File: src/rtl/game_timer_ctrl.sv
// Whack-a-mole round sequencer: idle, ready countdown, play countdown, pause, game over.
// Optional TIMER_BONUS_EN adds a saturating bonus-seconds input in PLAY.
module game_timer_ctrl #(
    parameter int GAME_SECONDS  = 30,
    parameter int READY_SECONDS = 3,
    parameter int SEC_W         = 6
`ifdef TIMER_BONUS_EN
    ,
    parameter int BONUS_SECONDS = 5
`endif
) (
    input  logic             clk_in,
    input  logic             rst,
    input  logic             clk_1Hz,
    input  logic             start,
    input  logic             pause,
`ifdef TIMER_BONUS_EN
    input  logic             bonus_add,
`endif
    output logic [2:0]       state,
    output logic [SEC_W-1:0] seconds_left,
    output logic [1:0]       ready_count,
    output logic             game_active,
    output logic             game_over,
    output logic             sec_tick,
    output logic             done_pulse
);

    typedef enum logic [2:0] {
        ST_IDLE  = 3'd0,
        ST_READY = 3'd1,
        ST_PLAY  = 3'd2,
        ST_PAUSE = 3'd3,
        ST_OVER  = 3'd4
    } state_t;

    localparam logic [SEC_W-1:0] SEC_RELOAD = SEC_W'(GAME_SECONDS);
    localparam logic [1:0]       RDY_RELOAD = 2'(READY_SECONDS);
    localparam state_t           ST_START   = (READY_SECONDS == 0) ? ST_PLAY : ST_READY;
`ifdef TIMER_BONUS_EN
    localparam int               SEC_MAX    = (2 ** SEC_W) - 1;
`endif

    state_t           state_q, state_d;
    logic [SEC_W-1:0] sec_q, sec_d;
    logic [1:0]       rdy_q, rdy_d;
    logic             hz_prev_q, start_prev_q;
    logic             tick_q, tick_d;
    logic             done_q, done_d;
    logic             active_q, over_q;
    logic             tick, start_e;

    // clk_1Hz is only ever sampled as data; both histories reset high so a
    // level already high at reset release never looks like an edge.
    assign tick    = clk_1Hz & ~hz_prev_q;
    assign start_e = start & ~start_prev_q;

`ifdef TIMER_BONUS_EN
    int bonus_sum;
`endif

    always_comb begin
        state_d = state_q;
        sec_d   = sec_q;
        rdy_d   = rdy_q;
        tick_d  = 1'b0;
        done_d  = 1'b0;
`ifdef TIMER_BONUS_EN
        bonus_sum = int'(sec_q) - int'(tick) + BONUS_SECONDS;
`endif
        case (state_q)
            ST_IDLE: begin
                sec_d = SEC_RELOAD;
                rdy_d = RDY_RELOAD;
                if (start_e) state_d = ST_START;
            end
            ST_READY: begin
                if (tick) begin
                    tick_d = 1'b1;
                    if (rdy_q <= 2'd1) begin
                        rdy_d   = 2'd0;
                        state_d = ST_PLAY;
                    end else begin
                        rdy_d = rdy_q - 2'd1;
                    end
                end
            end
            ST_PLAY: begin
                tick_d = tick;
`ifdef TIMER_BONUS_EN
                if (bonus_add) begin
                    sec_d = (bonus_sum > SEC_MAX) ? SEC_W'(SEC_MAX) : SEC_W'(bonus_sum);
                    if (pause) state_d = ST_PAUSE;
                end else
`endif
                if (tick && sec_q <= SEC_W'(1)) begin
                    // expiry outranks a simultaneous pause request
                    sec_d   = '0;
                    state_d = ST_OVER;
                    done_d  = 1'b1;
                end else begin
                    if (tick) sec_d = sec_q - SEC_W'(1);
                    if (pause) state_d = ST_PAUSE;
                end
            end
            ST_PAUSE: begin
                if (!pause) state_d = ST_PLAY;
            end
            ST_OVER: begin
                sec_d = '0;
                if (start_e) begin
                    sec_d   = SEC_RELOAD;
                    rdy_d   = RDY_RELOAD;
                    state_d = ST_START;
                end
            end
            default: begin
                sec_d   = SEC_RELOAD;
                rdy_d   = RDY_RELOAD;
                state_d = ST_IDLE;
            end
        endcase
    end

    always_ff @(posedge clk_in) begin
        if (rst) begin
            state_q      <= ST_IDLE;
            sec_q        <= SEC_RELOAD;
            rdy_q        <= RDY_RELOAD;
            hz_prev_q    <= 1'b1;
            start_prev_q <= 1'b1;
            tick_q       <= 1'b0;
            done_q       <= 1'b0;
            active_q     <= 1'b0;
            over_q       <= 1'b0;
        end else begin
            state_q      <= state_d;
            sec_q        <= sec_d;
            rdy_q        <= rdy_d;
            hz_prev_q    <= clk_1Hz;
            start_prev_q <= start;
            tick_q       <= tick_d;
            done_q       <= done_d;
            active_q     <= (state_d == ST_PLAY);
            over_q       <= (state_d == ST_OVER);
        end
    end

    assign state        = state_q;
    assign seconds_left = sec_q;
    assign ready_count  = rdy_q;
    assign game_active  = active_q;
    assign game_over    = over_q;
    assign sec_tick     = tick_q;
    assign done_pulse   = done_q;

endmodule
File: config.mk
export PLATFORM = sky130hd
export DESIGN_NAME = game_timer_ctrl
export DESIGN_NICKNAME = d
export VERILOG_FILES = /design/src/rtl/game_timer_ctrl.sv
export SDC_FILE = /design/constraint.sdc
export NUM_CORES = 1
export LEC_CHECK = 0
export BUFFER_PORTS_ARGS = -buffer_cell sky130_fd_sc_hd__clkbuf_2
export CAP_MARGIN = 20
export CORE_MARGIN = 2
export CORE_UTILIZATION = 50
export DETAILED_ROUTE_END_ITERATION = 6
export HOLD_SLACK_MARGIN = 0.15
export PLACE_DENSITY = 0.75
export SETUP_SLACK_MARGIN = 0.02
export SYNTH_ARGS = -nofsm -noshare
export SYNTH_HDL_FRONTEND = slang
export SYNTH_SLANG_ARGS = --single-unit
File: constraint.sdc
create_clock -name clk_in -period 2.2 [get_ports clk_in]
set_input_delay 0.33 -clock clk_in [delete_from_list [all_inputs] [get_ports clk_in]]
set_output_delay 0.33 -clock clk_in [all_outputs]
set_load 0.01 [all_outputs]
==> results.sh, run 1 <==
export IMPL_fp_row_count=15
export IMPL_antenna_found_initial=0
export IMPL_drive_gt1_share_pct=27.50
export IMPL_synth_top_area_share_pct=38.80
export IMPL_cts_repair_resize_count=0
export IMPL_wl_met3_um=102
export IMPL_diodes=0
export IMPL_hold_buffers=0
export IMPL_nets=128
export IMPL_area_growth_pct=13.98
export IMPL_cp_data_arrival_time_ps=2040
export IMPL_maxCapViolations=0
export IMPL_worst_setup_path_start_kind="register"
export IMPL_drtIter0Drc=19
export IMPL_ys_top_cells_by_area="dfxtp_1, a21oi_1, nand3_1"
export IMPL_worst_slew_pin_slew_ps=490.2
export IMPL_ys_flop_type="dfxtp_1"
export IMPL_cts_setup_buffers=0
export IMPL_num_vias=817
export IMPL_ys_warn_count=0
export IMPL_r2r_worst_path_cells=6
export IMPL_grt_first_pass_wirelength_mm=3.049
export IMPL_p_total_mw=0.5383
export IMPL_start_util_pct=51.93
export IMPL_dpl_cell_area_um2=973.4
export IMPL_die_y_um=45.88
export IMPL_relSlewSlack_pct=67.28
export IMPL_dr_wl_met2_um=921
export IMPL_gp_congestion=0.7949
export IMPL_cp_endpoint="seconds_left[2]$_SDFFE_PP1P_"
export IMPL_ys_ff_latch=17
export IMPL_cts_root_buf="clkbuf_4"
export IMPL_insertion_delay_ps=280
export IMPL_seqCellArea_um2=340.3
export IMPL_globalRouteTotalUtil_pct=20.29
export IMPL_yosysSeqAreaShare_pct=38.80
export IMPL_worst_path_max_fanout=5
export IMPL_cts_tree="yes"
export IMPL_async_flop_share_pct=0
export IMPL_clock_sinks=17
export IMPL_post_place_ws_ps=409.2
export IMPL_io_buffers=19
export IMPL_fin_crit_sh_pct=82.87
export IMPL_top_layer="met4"
export IMPL_fin_hold_ws_ps=247.2
export IMPL_seqPwrFrac_pct=60.1
export IMPL_multiInputGateArea_um2=498.0
export IMPL_wl_met1_um=848
export IMPL_dp_hpwl_mm=1.426
export IMPL_endpoint_kind="register"
export IMPL_worst_ir_drop_vdd_mv=0.4038
export IMPL_final_antenna_net_count=0
export IMPL_hold_viol_final=0
export IMPL_skew_ps=5.114
export IMPL_avgViaCountPerCell=5.964
export IMPL_grt_max_degree=17
export IMPL_syn_inst=102
export IMPL_setup_worst_path_start="seconds_left[0]$_SDFFE_PP0P_"
export IMPL_crit_type="reg2reg"
export IMPL_p_per_area_mw_per_mm2=538.4
export IMPL_fin_ws_ps=376.8
export IMPL_grt_pass1_vias=729
export IMPL_rsz0062_at_grt="no"
export IMPL_cts_buffers=3
export IMPL_syn_num_nets=109
export IMPL_syn_area_per_cell_um2=8.599
export IMPL_ios=20
export IMPL_power_leakage_nw=0.4127
export IMPL_rrSetupSlack_ps=380
export IMPL_netSwitchingPower_mw=0.1315
export IMPL_finalWirelength_mm=1.943
export IMPL_final_area_um2=999.7
export IMPL_fill_cells=154
export IMPL_synth_top_cell_by_area="dfxtp_1"
export IMPL_syn_cell_area_um2=877.1
export IMPL_grt_overflow_total=0
export IMPL_synth_cell_type_count=35
export IMPL_wire_per_inst_um=14.18
export IMPL_r2r_end="seconds_left[2]$_SDFFE_PP1P_"
export IMPL_max_freq_mhz=548.5
export IMPL_swShare_pct=24.42
export IMPL_power_share_clock_pct=30.9
export IMPL_crit_required_ps=2410
export IMPL_fin_crit_ps=1823
export IMPL_final_max_slew_violation_count=0
export IMPL_synth_commonest_cells="dfxtp_1, a21oi_1, nor2_1"
export IMPL_setup_tns_ps=0
export IMPL_clockBufferDepth=2
export IMPL_synth_most_common_cell="dfxtp_1"
export IMPL_synth_edff_count=0
export IMPL_dieWidth_um=45.88
export IMPL_finalSetupViolCount=0
export IMPL_hold_path_class="in2reg"
export IMPL_power_frac_comb_pct=9.0
export IMPL_remaining_drc_errors=0
export IMPL_dieArea_mm2=0.002105
export IMPL_htree_levels=1
export IMPL_coreArea_mm2=0.001689
export IMPL_reg2reg_from="seconds_left[0]$_SDFFE_PP0P_"
export IMPL_clk_pin_slew_worst_paths_ps=100
export IMPL_first_pass_iters=4
export IMPL_p_int_mw=0.4068
export IMPL_status="finished, final reports clean"
[sequential cells by signal (all words and copies together), names as in the netlist]
name	count
sec_tick	1
ready_count	2
hz_prev_q	1
start_prev_q	1
done_pulse	1
game_over	1
state	3
game_active	1
seconds_left	6
[worst min path at each step]
stage / cells after the start / slack [ps] / endpoint / startpoint
3_3_place_gp: 2 / 500 / seconds_left[0]$_SDFFE_PP0P_ / seconds_left[0]$_SDFFE_PP0P_
4_1_cts: 2 / 240 / start_prev_q$_SDFF_PP1_ / start
2_1_floorplan: 1 / 440 / hz_prev_q$_SDFF_PP1_ / clk_1Hz
6_report: 2 / 250 / start_prev_q$_SDFF_PP1_ / start
5_1_grt: 2 / 240 / start_prev_q$_SDFF_PP1_ / start
3_5_place_dp: 1 / 520 / ready_count[1]$_SDFFE_PP1P_ / ready_count[1]$_SDFFE_PP1P_
[through the flow]
stage	std cells	utilization [%]
3_5_place_dp	133	57.63
6_report	137	59.19
2_1_floorplan	102	-
5_1_grt	137	59.19
3_3_place_gp	133	57.63
4_1_cts	137	59.19
[cells by family (layout without fill, tap and decap cells)]
group	count (synthesis)	after routing	synth area share, %
and+or+nand+nor	40	40	28.24
AOI/OAI and AO/OA	32	32	24.68
DFF	17	17	38.80
buffers and inverters	10	28	4.421
adders and majority gates	2	2	2.853
xor gates and xnor gates	1	1	0.9988
[final cells by class]
cell class / count / area share [%]
tap: 17 / 2.128
inverter: 5 / 1.877
timing repair buffer: 19 / 9.512
multi-input combinational: 75 / 49.81
sequential: 17 / 34.04
clock buffer: 4 / 2.628
[worst max-delay path, stage by stage (launching register included)]
cell and delay [ps]:
dfxtp_1 410, inv_1 80, ha_1 240, or2_2 330
a211oi_1 410, a21oi_1 120, o21ai_0 160
[power groups by stage]
stage / Sequential, mW / Clock, mW / Combinational, mW
finish: 0.324 / 0.166 / 0.0486
global route: 0.325 / 0.187 / 0.0536
CTS: 0.324 / 0.171 / 0.0486
detailed placement: 0.331 / 0 / 0.0478
global placement: 0.330 / 0 / 0.0470
floorplan: 0.329 / 0 / 0.0335
[layout by cell type, fill, tap and decap left out, drive strengths merged]
cell	n
nand2b	4
nand3b	1
a211oi	1
o211ai	2
a2111oi	1
a31oi	1
clkbuf	23
a21boi	1
nand3	7
nand2	4
ha	2
nor3	1
nor3b	3
nor4b	2
a211o	2
xnor2	1
o221a	1
a21oi	12
inv	5
o311ai	1
o21a	1
and3b	1
a21o	4
or2	4
and2	1
dfxtp	17
nor4	2
o21ai	4
or3b	1
nor2	9
o32ai	1
[routing by layer]
layer / global-route usage (%) / vias to the layer above
met5: 0 / -
met4: 13.71 / 0
met3: 3.968 / 8
met2: 32.22 / 32
met1: 24.34 / 372
li1: - / 405
(Power assumes the default switching activity.)
==> run 2: changes to the inputs <==
==> constraint.sdc (replaced) <==
create_clock -name clk_in -period 1.8 [get_ports clk_in]
set_input_delay 0.27 -clock clk_in [delete_from_list [all_inputs] [get_ports clk_in]]
set_output_delay 0.27 -clock clk_in [all_outputs]
set_load 0.01 [all_outputs]
==> run 2 against run 1 <==
  * Sequential share of layout area fell by 1.3 points
  * Clock skew fell by 0.82 ps
  * Count of clock-buffer cells in the layout did not move
  * Die area did not move
  * Global-route usage rose by 0.43 points
  * Flip-flop and latch count did not move
  * Final area rose by 4.4%
  * Routed wire length fell by 5.0%
  * Largest power group unchanged
==> results.sh, run 2 (same netlist as run 1, synthesis figures left out) <==
export IMPL_clockBufferDepth=2
export IMPL_diodes=0
export IMPL_hold_path_class="in2reg"
export IMPL_fill_cells=157
export IMPL_worst_path_max_fanout=5
export IMPL_dr_wl_met2_um=922
export IMPL_crit_required_ps=2030
export IMPL_coreArea_mm2=0.001689
export IMPL_fin_crit_sh_pct=92.39
export IMPL_cts_repair_resize_count=0
export IMPL_finalWirelength_mm=1.846
export IMPL_fin_ws_ps=137.0
export IMPL_dieArea_mm2=0.002105
export IMPL_start_util_pct=51.93
export IMPL_cp_data_arrival_time_ps=1890
export IMPL_wl_met1_um=850
export IMPL_path_cells="inv_1 > ha_1 > or2_2 > a211o_2 > a21oi_1 > a211o_1"
export IMPL_skew_ps=4.294
export IMPL_final_antenna_net_count=0
export IMPL_worst_setup_path_start_kind="register"
export IMPL_grt_first_pass_wirelength_mm=3.187
export IMPL_fp_row_count=15
export IMPL_crit_buf_inv=1
export IMPL_worst_slew_pin_slew_ps=423.4
export IMPL_dp_hpwl_mm=1.431
export IMPL_cts_setup_buffers=0
export IMPL_remaining_drc_errors=0
export IMPL_min_to="start_prev_q$_SDFF_PP1_"
export IMPL_layout_commonest_cell="clkbuf_2"
export IMPL_clock_sinks=17
export IMPL_clk_pin_slew_worst_paths_ps=100
export IMPL_gp_congestion=0.8612
export IMPL_slowest_stage="dfxtp_2"
export IMPL_maxCapViolations=0
export IMPL_largest_reg_flops=6
export IMPL_r2r_worst_path_cells=6
export IMPL_grt_max_degree=12
export IMPL_power_leakage_nw=0.4383
export IMPL_cts_buffers=3
export IMPL_status="finished, final reports clean"
export IMPL_htree_levels=1
export IMPL_rrSetupSlack_ps=140
export IMPL_p_per_area_mw_per_mm2=630.2
export IMPL_endpoint_kind="register"
export IMPL_nets=133
export IMPL_drive_gt1_share_pct=32.00
export IMPL_path_delay_family="compound AO/OA/AOI/OAI gates"
export IMPL_reg2reg_from="seconds_left[0]$_SDFFE_PP0P_"
export IMPL_hold_buffers=0
export IMPL_io_buffers=19
export IMPL_critPathMaxStageDelay_ps=370
export IMPL_first_pass_iters=4
export IMPL_r2r_end="seconds_left[3]$_SDFFE_PP1P_"
export IMPL_place_inst=138
export IMPL_grt_pass1_vias=748
export IMPL_relSlewSlack_pct=71.56
export IMPL_post_place_ws_ps=78.38
export IMPL_ios=20
export IMPL_path_depth=6
export IMPL_hold_viol_final=0
export IMPL_die_y_um=45.88
export IMPL_min_from="start"
export IMPL_rsz0062_at_grt="no"
export IMPL_crit_type="reg2reg"
export IMPL_final_max_slew_violation_count=0
export IMPL_top_layer="met4"
export IMPL_p_total_mw=0.6576
export IMPL_drtIter0Drc=16
export IMPL_avgViaCountPerCell=5.718
export IMPL_setup_tns_ps=0
export IMPL_wl_met3_um=61
export IMPL_stdcell_count=142
export IMPL_cts_root_buf="clkbuf_4"
export IMPL_insertion_delay_ps=280
export IMPL_final_cell_mix="clkbuf_2, dfxtp_1, a21oi_1"
export IMPL_whs_path_depth=2
export IMPL_worst_ir_drop_vdd_mv=0.5565
export IMPL_cts_tree="yes"
export IMPL_num_vias=812
export IMPL_globalRouteTotalUtil_pct=20.73
export IMPL_grt_overflow_total=0
export IMPL_fin_crit_ps=1663
export IMPL_area_growth_pct=18.97
export IMPL_finalSetupViolCount=0
export IMPL_dieWidth_um=45.88
export IMPL_max_freq_mhz=601.3
export IMPL_wire_per_inst_um=13.00
export IMPL_antenna_found_initial=0
run 2: cell types whose count changed in the layout (fill, tap and decap cells not counted):
cell      before  now
dfxtp_1       17   16
a211oi_1       1    0
o311ai_0       1    0
a211oi_2       0    1
o311ai_1       0    1
dfxtp_2        0    1
buf_4          0    5
run 2: final cells by class:
| cell class | instances | area (um2) | share of cell area, % |
|---|---|---|---|
| clock buffers | 4 | 26.28 | 2.518 |
| inverters | 5 | 18.77 | 1.799 |
| multi-input cells | 75 | 503.0 | 48.20 |
| flip-flops and latches | 17 | 341.6 | 32.73 |
| well taps | 17 | 21.27 | 2.038 |
| repair buffers | 24 | 132.6 | 12.71 |
run 2: power breakdown:
group          switching [mW]  internal (mW)  leakage, nW
sequential            0.00843          0.384        0.139
combinational          0.0354         0.0307        0.285
clock                   0.113         0.0860       0.0150
total                   0.157          0.501        0.438
run 2: routing by layer:
layer | GRT usage, % | vias up
met3 | 2.381 | 2
met5 | 0 | -
met4 | 8.571 | 0
met1 | 26.08 | 378
met2 | 35.28 | 16
li1 | - | 416
run 2: worst max path at each step:
stage / from / to
floorplan: seconds_left[0]$_SDFFE_PP0P_ / seconds_left[2]$_SDFFE_PP1P_
global placement: seconds_left[0]$_SDFFE_PP0P_ / seconds_left[2]$_SDFFE_PP1P_
detailed placement: seconds_left[0]$_SDFFE_PP0P_ / seconds_left[2]$_SDFFE_PP1P_
CTS: seconds_left[0]$_SDFFE_PP0P_ / seconds_left[2]$_SDFFE_PP1P_
global route: seconds_left[0]$_SDFFE_PP0P_ / seconds_left[3]$_SDFFE_PP1P_
finish: seconds_left[0]$_SDFFE_PP0P_ / seconds_left[3]$_SDFFE_PP1P_
run 2: through the flow:
stage	hold slack (ps)	cell area, um2	util (%)
6_report	184.7	1044	61.78
5_1_grt	191.3	1044	61.78
4_1_cts	179.7	1037	61.41
3_5_place_dp	477.4	1011	59.85
3_3_place_gp	474.5	1011	59.85
2_1_floorplan	376.6	877.1	-
==> run 3: changes to the inputs <==
--- a/config.mk
+++ b/config.mk
@@ -5,13 +5,12 @@
 export SDC_FILE = /design/constraint.sdc
 export NUM_CORES = 1
 export LEC_CHECK = 0
-export BUFFER_PORTS_ARGS = -buffer_cell sky130_fd_sc_hd__clkbuf_2
 export CAP_MARGIN = 20
 export CORE_MARGIN = 2
 export CORE_UTILIZATION = 50
 export DETAILED_ROUTE_END_ITERATION = 6
+export DONT_BUFFER_PORTS = 1
 export HOLD_SLACK_MARGIN = 0.15
-export PLACE_DENSITY = 0.75
 export SETUP_SLACK_MARGIN = 0.02
 export SYNTH_ARGS = -nofsm -noshare
 export SYNTH_HDL_FRONTEND = slang
==> run 3 against run 2 <==
  * Flip-flop and latch count stayed put
  * Cell count is 7.7% lower
  * Via count is 0.37% higher
  * First-iteration DRC count is 44% higher
  * Routed wire length is 6.8% higher
  * Register-to-register slack better by 20 ps
  * Total power is 1.5% higher
  * Sequential share of layout area is 0.89 points higher
  * Core utilization is 1.6 points lower
==> results.sh, run 3 (same netlist as run 1, synthesis figures left out) <==
export IMPL_gp_congestion=0.7842
export IMPL_dieArea_mm2=0.002105
export IMPL_final_antenna_net_count=0
export IMPL_grt_max_degree=11
export IMPL_insertion_delay_ps=300
export IMPL_fin_crit_sh_pct=91.09
export IMPL_min_to="ready_count[1]$_SDFFE_PP1P_"
export IMPL_maxCapViolations=0
export IMPL_num_vias=815
export IMPL_slowest_stage="dfxtp_2"
export IMPL_status="finished, final reports clean"
export IMPL_layout_commonest_cell="dfxtp_1"
export IMPL_rrSetupSlack_ps=160
export IMPL_power_leakage_nw=0.3951
export IMPL_cts_root_buf="clkbuf_4"
export IMPL_fin_crit_ps=1640
export IMPL_drtIter0Drc=23
export IMPL_cp_data_arrival_time_ps=1870
export IMPL_relSlewSlack_pct=66.84
export IMPL_fin_hold_ws_ps=176.7
export IMPL_crit_required_ps=2030
export IMPL_fp_row_count=15
export IMPL_remaining_drc_errors=0
export IMPL_r2r_end="seconds_left[2]$_SDFFE_PP1P_"
export IMPL_area_growth_pct=15.83
export IMPL_clockBufferDepth=2
export IMPL_cts_tree="yes"
export IMPL_seqCellArea_um2=341.6
export IMPL_clock_sinks=17
export IMPL_cts_buffers=3
export IMPL_nets=122
export IMPL_start_util_pct=51.93
export IMPL_clk_pin_slew_worst_paths_ps=100
export IMPL_path_cells="inv_1 > ha_1 > or2_2 > a211oi_2 > a21oi_1 > o21ai_0"
export IMPL_r2r_worst_path_cells=6
export IMPL_rsz0062_at_grt="no"
export IMPL_place_inst=124
export IMPL_final_max_slew_violation_count=0
export IMPL_final_cell_mix="dfxtp_1, a21oi_1, buf_4"
export IMPL_avgViaCountPerCell=6.221
export IMPL_diodes=0
export IMPL_dieWidth_um=45.88
export IMPL_p_per_area_mw_per_mm2=657.0
export IMPL_hold_viol_final=0
export IMPL_io_buffers=0
export IMPL_finalWirelength_mm=1.972
export IMPL_worst_path_max_fanout=5
export IMPL_largest_reg_flops=6
export IMPL_worst_setup_path_start_kind="register"
export IMPL_grt_first_pass_wirelength_mm=3.215
export IMPL_ios=20
export IMPL_grt_overflow_total=0
export IMPL_wire_per_inst_um=15.05
export IMPL_drive_gt1_share_pct=22.81
export IMPL_first_pass_iters=4
export IMPL_worst_ir_drop_vdd_mv=0.4795
export IMPL_fill_cells=158
export IMPL_dp_hpwl_mm=1.395
export IMPL_antenna_found_initial=0
export IMPL_grt_pass1_vias=741
export IMPL_reg2reg_from="seconds_left[0]$_SDFFE_PP0P_"
export IMPL_hold_path_class="in2reg"
export IMPL_stdcell_count=131
export IMPL_die_y_um=45.88
export IMPL_crit_type="reg2reg"
export IMPL_endpoint_kind="register"
export IMPL_critPathMaxStageDelay_ps=360
export IMPL_globalRouteTotalUtil_pct=21.24
export IMPL_coreArea_mm2=0.001689
export IMPL_max_freq_mhz=609.9
export IMPL_setup_tns_ps=0
export IMPL_min_from="rst"
export IMPL_skew_ps=3.036
export IMPL_whs_path_depth=2
export IMPL_worst_slew_pin_slew_ps=493.6
export IMPL_finalSetupViolCount=0
export IMPL_multiInputGateArea_um2=503.0
export IMPL_htree_levels=1
[run 3: changes by cell type in the layout (fill, tap and decap cells not counted)]
cell / delta
clkbuf_2: -19
buf_4: +5
dlygate4sd3_1: +3
o311ai_0: +1
o311ai_1: -1
[run 3: worst max path at each step]
| stage | end | slack, ps | cells after the start | startpoint |
|---|---|---|---|---|
| floorplan | seconds_left[2]$_SDFFE_PP1P_ | 160 | 6 | seconds_left[0]$_SDFFE_PP0P_ |
| global placement | seconds_left[2]$_SDFFE_PP1P_ | 100 | 6 | seconds_left[0]$_SDFFE_PP0P_ |
| detailed placement | seconds_left[2]$_SDFFE_PP1P_ | 10 | 6 | seconds_left[0]$_SDFFE_PP0P_ |
| CTS | seconds_left[1]$_SDFFE_PP1P_ | 110 | 6 | seconds_left[0]$_SDFFE_PP0P_ |
| global route | seconds_left[3]$_SDFFE_PP1P_ | 40 | 6 | seconds_left[0]$_SDFFE_PP0P_ |
| finish | seconds_left[2]$_SDFFE_PP1P_ | 160 | 6 | seconds_left[0]$_SDFFE_PP0P_ |
[run 3: stage by stage]
| step | power [mW] | cell area [um2] | setup WS, ps | utilization (%) |
|---|---|---|---|---|
| after floorplan | 0.4435 | 877.1 | 162.1 | - |
| after global placement | 0.4565 | 953.4 | 100.2 | 56.44 |
| after detailed placement | 0.4563 | 953.4 | 14.96 | 56.44 |
| after CTS | 0.6734 | 1015 | 112.9 | 60.07 |
| after global routing | 0.6955 | 1016 | 43.89 | 60.15 |
| final | 0.6675 | 1016 | 160.5 | 60.15 |
[run 3: final cells by class]
type	instances	share of cell area, %
timing repair buffer	13	10.34
multi-input combinational	75	49.51
tap	17	2.094
sequential	17	33.62
clock buffer	4	2.586
inverter	5	1.847
[run 3: report_power, final]
| group | leakage [nW] | internal (mW) | total [mW] | switching, mW |
|---|---|---|---|---|
| Combinational | 0.241 | 0.0309 | 0.0632 | 0.0323 |
| Sequential | 0.139 | 0.384 | 0.393 | 0.00835 |
| Clock | 0.0150 | 0.0864 | 0.212 | 0.125 |
| Total | 0.395 | 0.501 | 0.668 | 0.166 |
[run 3: worst max-delay path: cells and delay by family (launching register included)]
family,cells,cell delay [ps]
AOI/OAI and AO/OA,3,560
adders and majority gates,1,240
buffers and inverters,1,60
DFF,1,360
and+or+nand+nor,1,340
[run 3: what timing repair did]
item | 4_1_cts | 5_1_grt
endpoints found under the setup margin | 1 | 5
hold buffers | 3 | 0
gates resized for setup | 1 | 1
setup buffers | 0 | 0
pin swaps | 0 | 0
endpoints found under the hold margin | 8 | 0
cloned | 0 | 0
[run 3: per-layer routing]
layer / global-route usage, % / up-vias / share of wire (%)
met2: 31.11 / 35 / 45
met1: 29.09 / 375 / 46
li1: - / 398 / -
met3: 3.175 / 7 / 6.9
met4: 12.57 / 0 / 2.6
met5: 0 / - / 0
